<file path="src/rtl/uart_tx_fsm.sv">
// Buffered 8N1 UART transmitter: byte FIFO on a valid/ready handshake feeding a
// frame FSM that holds the line idle-high for GAP_CLKS before every start bit.
module uart_tx_fsm #(
    parameter int CLK_HZ      = 100_000_000,
    parameter int BAUD_RATE   = 9600,
    parameter int CLK_PER_BIT = CLK_HZ / BAUD_RATE,
    parameter int GAP_CLKS    = 210_000,
    parameter int FIFO_DEPTH  = 4
) (
    input  logic       clk_in,
    input  logic       rst_n_in,
    input  logic [7:0] data_in,
    input  logic       valid_in,
    output logic       ready_out,
    output logic       sig_out,
    output logic       busy_out
);
    localparam int PW = $clog2(FIFO_DEPTH);
    localparam int CW = PW + 1;
    localparam logic [31:0]   BAUD_LAST = 32'(CLK_PER_BIT - 1);
    localparam logic [31:0]   GAP_LAST  = 32'(GAP_CLKS - 1);
    localparam logic [CW-1:0] FULL_CNT  = CW'(FIFO_DEPTH);

    typedef enum logic [2:0] {
        GAP   = 3'd0,
        IDLE  = 3'd1,
        START = 3'd2,
        DATA  = 3'd3,
        STOP  = 3'd4
    } state_e;

    state_e        state_q, state_d;
    logic [31:0]   gap_cnt_q, gap_cnt_d;
    logic [31:0]   baud_cnt_q, baud_cnt_d;
    logic [2:0]    bit_idx_q, bit_idx_d;
    logic [7:0]    shift_q, shift_d;
    logic          sig_q, sig_d;
    logic [PW-1:0] wr_ptr_q, wr_ptr_d;
    logic [PW-1:0] rd_ptr_q, rd_ptr_d;
    logic [CW-1:0] count_q, count_d;
    logic [FIFO_DEPTH-1:0][7:0] mem_q;

    logic fifo_empty;
    logic push;
    logic pop;
    logic baud_last;
    logic gap_last;

    assign fifo_empty = (count_q == '0);
    // Full-count check ignores a same-edge pop, so a full FIFO never accepts.
    assign ready_out  = (count_q < FULL_CNT);
    assign push       = valid_in && ready_out;
    assign baud_last  = (baud_cnt_q == BAUD_LAST);
    assign gap_last   = (gap_cnt_q == GAP_LAST);
    assign pop        = (state_d == START) && (state_q != START);
    assign busy_out   = (state_q != IDLE) || !fifo_empty;
    assign sig_out    = sig_q;

    always_ff @(posedge clk_in or negedge rst_n_in) begin
        if (!rst_n_in) begin
            state_q    <= GAP;
            gap_cnt_q  <= '0;
            baud_cnt_q <= '0;
            bit_idx_q  <= '0;
            shift_q    <= '0;
            sig_q      <= 1'b1;
            wr_ptr_q   <= '0;
            rd_ptr_q   <= '0;
            count_q    <= '0;
        end else begin
            state_q    <= state_d;
            gap_cnt_q  <= gap_cnt_d;
            baud_cnt_q <= baud_cnt_d;
            bit_idx_q  <= bit_idx_d;
            shift_q    <= shift_d;
            sig_q      <= sig_d;
            wr_ptr_q   <= wr_ptr_d;
            rd_ptr_q   <= rd_ptr_d;
            count_q    <= count_d;
        end
    end

    // Storage carries no reset; validity is tracked entirely by count_q.
    always_ff @(posedge clk_in) begin
        if (push) mem_q[wr_ptr_q] <= data_in;
    end

    always_comb begin
        state_d = state_q;
        case (state_q)
            GAP:     if (gap_last) state_d = fifo_empty ? IDLE : START;
            IDLE:    if (!fifo_empty) state_d = START;
            START:   if (baud_last) state_d = DATA;
            DATA:    if (baud_last && bit_idx_q == 3'd7) state_d = STOP;
            STOP:    if (baud_last) state_d = GAP;
            default: state_d = GAP;
        endcase
    end

    // sig_out is registered from the next state so the line tracks each state
    // from the same edge that enters it.
    always_comb begin
        gap_cnt_d  = '0;
        baud_cnt_d = '0;
        bit_idx_d  = '0;
        shift_d    = shift_q;
        sig_d      = 1'b1;
        wr_ptr_d   = push ? wr_ptr_q + PW'(1) : wr_ptr_q;
        rd_ptr_d   = pop  ? rd_ptr_q + PW'(1) : rd_ptr_q;
        count_d    = count_q + CW'(push) - CW'(pop);

        if (state_q == GAP && state_d == GAP) gap_cnt_d = gap_cnt_q + 32'd1;
        if (state_q == START || state_q == DATA || state_q == STOP)
            baud_cnt_d = baud_last ? '0 : baud_cnt_q + 32'd1;
        if (state_q == DATA)
            bit_idx_d = baud_last ? bit_idx_q + 3'd1 : bit_idx_q;

        if (pop)
            shift_d = mem_q[rd_ptr_q];
        else if (state_q == DATA && baud_last)
            shift_d = {1'b0, shift_q[7:1]};

        case (state_d)
            START:   sig_d = 1'b0;
            DATA:    sig_d = shift_d[0];
            default: sig_d = 1'b1;
        endcase
    end
endmodule
</file>
<file path="config.mk">
export PLATFORM = sky130hd
export DESIGN_NAME = uart_tx_fsm
export DESIGN_NICKNAME = d
export VERILOG_FILES = /design/src/rtl/uart_tx_fsm.sv
export SDC_FILE = /design/constraint.sdc
export NUM_CORES = 1
export LEC_CHECK = 0
export ABC_AREA = 1
export CORE_ASPECT_RATIO = 1.5
export CORE_MARGIN = 2
export CORE_UTILIZATION = 55
export CTS_BUF_LIST = sky130_fd_sc_hd__clkbuf_8
export DETAILED_ROUTE_END_ITERATION = 16
export GPL_TIMING_DRIVEN = 0
export PLACE_DENSITY = 0.73
export SYNTH_ARGS = -nofsm -noshare
export SYNTH_HDL_FRONTEND = slang
export SYNTH_SLANG_ARGS = --single-unit
</file>
<file path="constraint.sdc">
create_clock -name clk_in -period 3.1 [get_ports clk_in]
set_clock_uncertainty 0.1 [all_clocks]
set_input_delay 0.465 -clock clk_in [delete_from_list [all_inputs] [get_ports clk_in]]
set_output_delay 0.465 -clock clk_in [all_outputs]
set_load 0.03 [all_outputs]
</file>
## Yosys cells after proc, flatten, opt, wreduce, memory -nomap -nowiden

Index checks and enable logic that the tools add are counted.

| cells by class | value |
|---|---|
| add/subtract/negate cells | 7 |
| multipliers | 0 |
| div/mod/pow operators | 0 |
| magnitude comparators | 4 |
| equality and inequality tests | 12 |
| shift operators | 0 |
| mux-type cells | 20 |
| bitwise operators | 0 |
| reduce and logical (&&, ||, !) cells | 14 |

Operators with widths:

| cell | count |
|---|---|
| 32-bit 2-to-1 mux | 3 |
| 32-bit by 1-bit adder with 32-bit output (second input constant) | 2 |
| 32-bit bitwise mux | 1 |
| 32-bit by 14-bit == test with 1-bit output (second input constant) | 1 |
| 32-bit by 18-bit == test with 1-bit output (second input constant) | 1 |
| 8-bit 2-to-1 mux | 4 |
| 3-bit 2-to-1 mux | 7 |
| 8-bit binary-select mux with 2-bit select | 1 |
| 8-bit demux with 2-bit select | 1 |
| 3-bit one-hot mux with 5 select lines | 1 |
| 3-bit by 2-bit == test with 1-bit output (second input constant) | 4 |
| 3-bit zero test | 3 |
| 3-bit == test (second input constant) | 2 |
| 1-bit logical AND | 6 |
| 2-bit by 3-bit < comparator with 1-bit output (second input constant) | 2 |
| 2-bit by 1-bit adder with 2-bit output (second input constant) | 2 |
| 3-bit by 1-bit adder with 3-bit output | 1 |
| 3-bit by 1-bit adder with 3-bit output (second input constant) | 1 |
| 3-bit by 1-bit == test with 1-bit output (second input constant) | 1 |
| 1-bit logical OR | 3 |
| 3-bit < comparator (second input constant) | 1 |
| 3-bit by 1-bit inequality test with 1-bit output (second input constant) | 1 |
| 3-bit by 2-bit inequality test with 1-bit output (second input constant) | 1 |
| 3-bit by 1-bit subtractor with 3-bit output | 1 |
| other kinds (6) | 6 |

| storage, ports and cells | value |
|---|---|
| flip-flop bits (word level) | 118 |
| bits in latches | 0 |
| RAM bits | 0 |
| bits in read-only memories | 0 |
| input bits | 11 |
| output and inout bits | 3 |
| word-level logic and storage cells | 71 |
| memories kept | 0 |

## Depth between registers and ports, before layout

| logic depth | value |
|---|---|
| word-level depth | 8 |
| mapped depth | 17 |
| depth with buffers taken out | 17 |

## Worst setup path before layout

Ideal clock, no wire load.

| path | value |
|---|---|
| kind | reg-to-reg |
| start | reg baud_cnt_q[0] |
| end | reg count_q[2] |
| setup time | 0.123 ns |
| data arrival time | 2.424 ns |
| data required time | 2.877 ns |
| path slack | 0.454 ns |
| stages on the path, launching flop included | 16 |
| cells stage by stage | dfrtp_1 ha_1 nand3_2 nor2_1 nand2_1 nor2_4 a21oi_1 nor2_4 nand3_2 inv_2 ha_1 inv_1 ha_1 inv_1 fa_1 xnor2_1 |

| on the way | value |
|---|---|
| cells in the longest elaborated chain, start to end | 7 |

Ends and longest elaborated chain:

| what | RTL line | source |
|---|---|---|
| from (decl) | 34 | `logic [31:0] baud_cnt_q, baud_cnt_d;` |
| from (signal assigned) | 73 | `baud_cnt_q <= baud_cnt_d;` |
| 32-bit by 14-bit == test with 1-bit output (*) | 53 | `assign baud_last = (baud_cnt_q == BAUD_LAST);` |
| 1-bit logical AND | 94 | `DATA: if (baud_last && bit_idx_q == 3'd7) state_d = STOP;` |
| 3-bit 2-to-1 mux | 94 |  |
| 3-bit one-hot mux with 5 select lines (*) | 90 | `case (state_q)` |
| 3-bit by 2-bit == test with 1-bit output (*) | 55 | `assign pop = (state_d == START) && (state_q != START);` |
| 1-bit logical AND (*) | 55 |  |
| 3-bit by 1-bit subtractor with 3-bit output (*) | 110 | `count_d = count_q + CW'(push) - CW'(pop);` |
| named net count_d[2] | 40 | `logic [CW-1:0] count_q, count_d;` |
| to (signal assigned) | 79 | `count_q <= count_d;` |
| to (decl) | 40 |  |

Mark *: on every way through the listed nets, which the timed path passes. The rest lies on a longest branch.
A chain may end at the register's enable or synchronous reset.

## Final worst setup path

Same ends and word-level chain as after synthesis.

==> results.json <==
{
  "critPathMaxStageDelay_ps": 380,
  "hold_class": "reg -> reg",
  "gr-usage-met1_pct": 28.8,
  "worstRegToRegCells": 15,
  "setup_tns_ps": 0,
  "path_max_fanout": 9,
  "r2r-start": "baud_cnt_q[0]",
  "grt_pass1_wl_microns": 21900,
  "wire_per_inst_microns": 14.2,
  "drive_gt1_share_pct": 7.98,
  "yosysUniqueCellTypes": 38,
  "cellLeakagePower_nw": 2.82,
  "grt_use_met2_pct": 41.4,
  "slew_viol_final": 0,
  "max_cap_viol_count": 0,
  "ys_warn_count": 0,
  "avgSynthCellArea_sq_um": 8.42,
  "synthMuxAreaShare_pct": 0,
  "synthXorXnorAreaFrac_pct": 5.67,
  "max_freq_mhz": 350,
  "cp-end-kind": "flop",
  "routed_wl_microns": 12900,
  "endpoint": "count_q[2]",
  "cp_cell_sequence": "ha_2 -> nand3_2 -> nor2_1 -> nand2_1 -> nor2_4 -> a21oi_1 -> nor2_4 -> nand3_2 -> clkinv_4 -> ha_1 -> inv_1 -> ha_1 -> inv_1 -> fa_1 -> xnor2_1",
  "ys_async_sr_fraction_pct": 72.9,
  "num_antenna_cells": 0,
  "path_buf_inv": 3,
  "io_pins": 14,
  "ys_seq_area_share_pct": 51.7,
  "coreArea_sq_um": 10600,
  "synth-seq-cells": 118,
  "htreeDepth": 4,
  "top_usage_layer": "met2",
  "die_h_microns": 132,
  "die_w_microns": 89.5,
  "overflow": 0,
  "worst-setup-path-type": "reg -> reg",
  "die_area_sq_um": 11800,
  "ant_nets": 0,
  "num_vias": 4856,
  "n_fill_cell": 907,
  "ir_worst_vdd_mv": 0.369,
  "power.density_nw_per_um2": 447,
  "synth_area_sq_um": 6030,
  "cts_made_buffers": 17,
  "route.detailed.drc": 0,
  "final_nets": 773,
  "crit_family": "adder cells",
  "synth-main-ff-cell": "dfrtp_1",
  "most-common-layout-cells": "nor2_1 (155), nand2_1 (134), dfrtp_1 (85)",
  "syn_nets": 738,
  "slowest_stage": "dfrtp_1",
  "synth_edf_count": 32,
  "path_depth": 15,
  "grt_max_degree": 56,
  "grt_pass1_vias": 4779,
  "grt_util_all_layers_pct": 24.0,
  "via_per_inst": 5.35,
  "cts_tree": "built",
  "area_growth_pct": 12.8,
  "start_util_pct": 56.6,
  "setup_violations": 0,
  "antenna_found_initial": 0,
  "grt_setup_unrepaired": "false",
  "cts_buffer_depth": 2,
  "io_buffers": 13,
  "outcome": "complete, no violations",
  "synth_adder_area_share_pct": 2.41,
  "synth_compound_area_share_pct": 4.92,
  "hold_viol": 0,
  "syn_inst": 716,
  "synth_top_family_by_area": "simple AND/OR/NAND/NOR gates",
  "slew_headroom_pct": 47.2,
  "root_buffer": "clkbuf_8",
  "clk_pin_slew_worst_paths_ps": 80,
  "yosys.area_share.simple_pct": 29.7,
  "worstMarginPinSlew_ps": 789,
  "clkLatencyLatePin_ps": 450,
  "r2r_slack_ps": 240,
  "crit_required_ps": 3330,
  "timing.final.crit_share_pct": 92.2,
  "startpoint": "baud_cnt_q[0]",
  "clock-sinks": 118,
  "final_common_cell": "nor2_1",
  "firstDrtPassIters": 5,
  "setup.worst_path.start_class": "flop",
  "rows": 46,
  "fin_util_pct": 63.8,
  "place.gp.congestion": 0.925,
  "reg2reg_to": "count_q[2]",
  "drt_first_iter_violations": 247,
  "arrival_ps": 3090,
  "min-delay-start": "baud_cnt_q[0]",
  "hpwl_microns": 9540,
  "period_minus_slack_ps": 2860,
  "use_met3_pct": 4.13
}
## worst register-to-register path, stage by stage, from the launching register on
cell and delay (ps):
dfrtp_1 380, ha_2 220, nand3_2 150, nor2_1 130, nand2_1 90, nor2_4 160
a21oi_1 130, nor2_4 170, nand3_2 130, clkinv_4 120, ha_1 230, inv_1 60
ha_1 130, inv_1 40, fa_1 370, xnor2_1 140
## state kept, by name, summed over array words and instances, names as in the netlist
signal,count
baud_cnt_q,32
state_q,3
mem_q,32
wr_ptr_q,2
bit_idx_q,3
shift_q,8
sig_out,1
gap_cnt_q,32
rd_ptr_q,2
count_q,3
## timing repair
action,in CTS,in global routing
hold endpoints to repair,31,0
endpoints found under the setup margin,0,2
setup buffers,0,1
gates resized for setup,0,4
hold buffers,1,0
## cells by family after synthesis
family | count (synthesis)
DFF | 118
buffers and inverters | 86
xor gates and xnor gates | 39
AOI/OAI and AO/OA | 53
and+or+nand+nor | 409
adders and majority gates | 11
## metrics by stage
step / hold slack [ps] / power, mW / instances / cell area, sq um / setup WS [ps]
global placement: 352 / 1.67 / 873 / 6340 / -1660
global route: 388 / 3.15 / 908 / 6800 / 5.77
finish: 367 / 3.04 / 908 / 6800 / 241
detailed placement: 343 / 1.67 / 874 / 6360 / 132
floorplan: 69.4 / 1.63 / 716 / 6030 / 454
CTS: 362 / 3.07 / 907 / 6780 / 105
## where the power goes
| part | internal (mW) | switching (mW) |
|---|---|---|
| sequential | 1.60 | 0 |
| combinational | 0.0153 | 0.0272 |
| clock | 0.620 | 0.782 |
| total | 2.23 | 0.809 |
## worst min-delay path by stage
stage	to	slack [ps]	depth (start not counted)
3_3_place_gp	baud_cnt_q[0]	350	1
2_1_floorplan	baud_cnt_q[0]	70	0
4_1_cts	baud_cnt_q[0]	360	1
5_1_grt	baud_cnt_q[0]	390	1
3_5_place_dp	baud_cnt_q[0]	340	1
6_report	baud_cnt_q[0]	370	1
## layout make-up
type / count / area [sq um] / share of cell area, %
Clock inverter: 15 / 173 / 2.54
Inverter: 77 / 294 / 4.33
Clock buffer: 17 / 234 / 3.44
Sequential cell: 118 / 3110 / 45.8
Buffer: 9 / 48.8 / 0.718
Timing Repair Buffer: 16 / 173 / 2.54
Tap cell: 144 / 180 / 2.65
Multi-Input combinational cell: 512 / 2580 / 38.0
## synth_stat cells, types with 2 or more instances
cell | number | area, sq um
a21oi_1 | 13 | 65.1
a22o_1 | 2 | 17.5
buf_2 | 3 | 15.0
clkbuf_1 | 4 | 15.0
dfrtp_1 | 85 | 2130
edfxtp_1 | 32 | 961
ha_1 | 10 | 125
inv_1 | 75 | 282
nand2_1 | 134 | 503
nand2_2 | 3 | 18.8
nand3_1 | 35 | 175
nand3_2 | 3 | 30.0
nand4_1 | 20 | 125
nor2_1 | 155 | 582
nor2_2 | 2 | 12.5
nor2_4 | 3 | 33.8
nor3_1 | 36 | 180
nor3_2 | 4 | 40.0
nor3b_1 | 2 | 15.0
nor4_1 | 10 | 62.6
o21ai_0 | 25 | 125
o22ai_1 | 7 | 43.8
xnor2_1 | 13 | 114
xor2_1 | 26 | 228
## per-layer routing
layer | up-vias | part of all wire, %
met5 | - | 0
met4 | 0 | 2.7
met3 | 25 | 3.4
met2 | 122 | 53
met1 | 2288 | 41
li1 | 2421 | -
(Power assumes the default switching activity.)
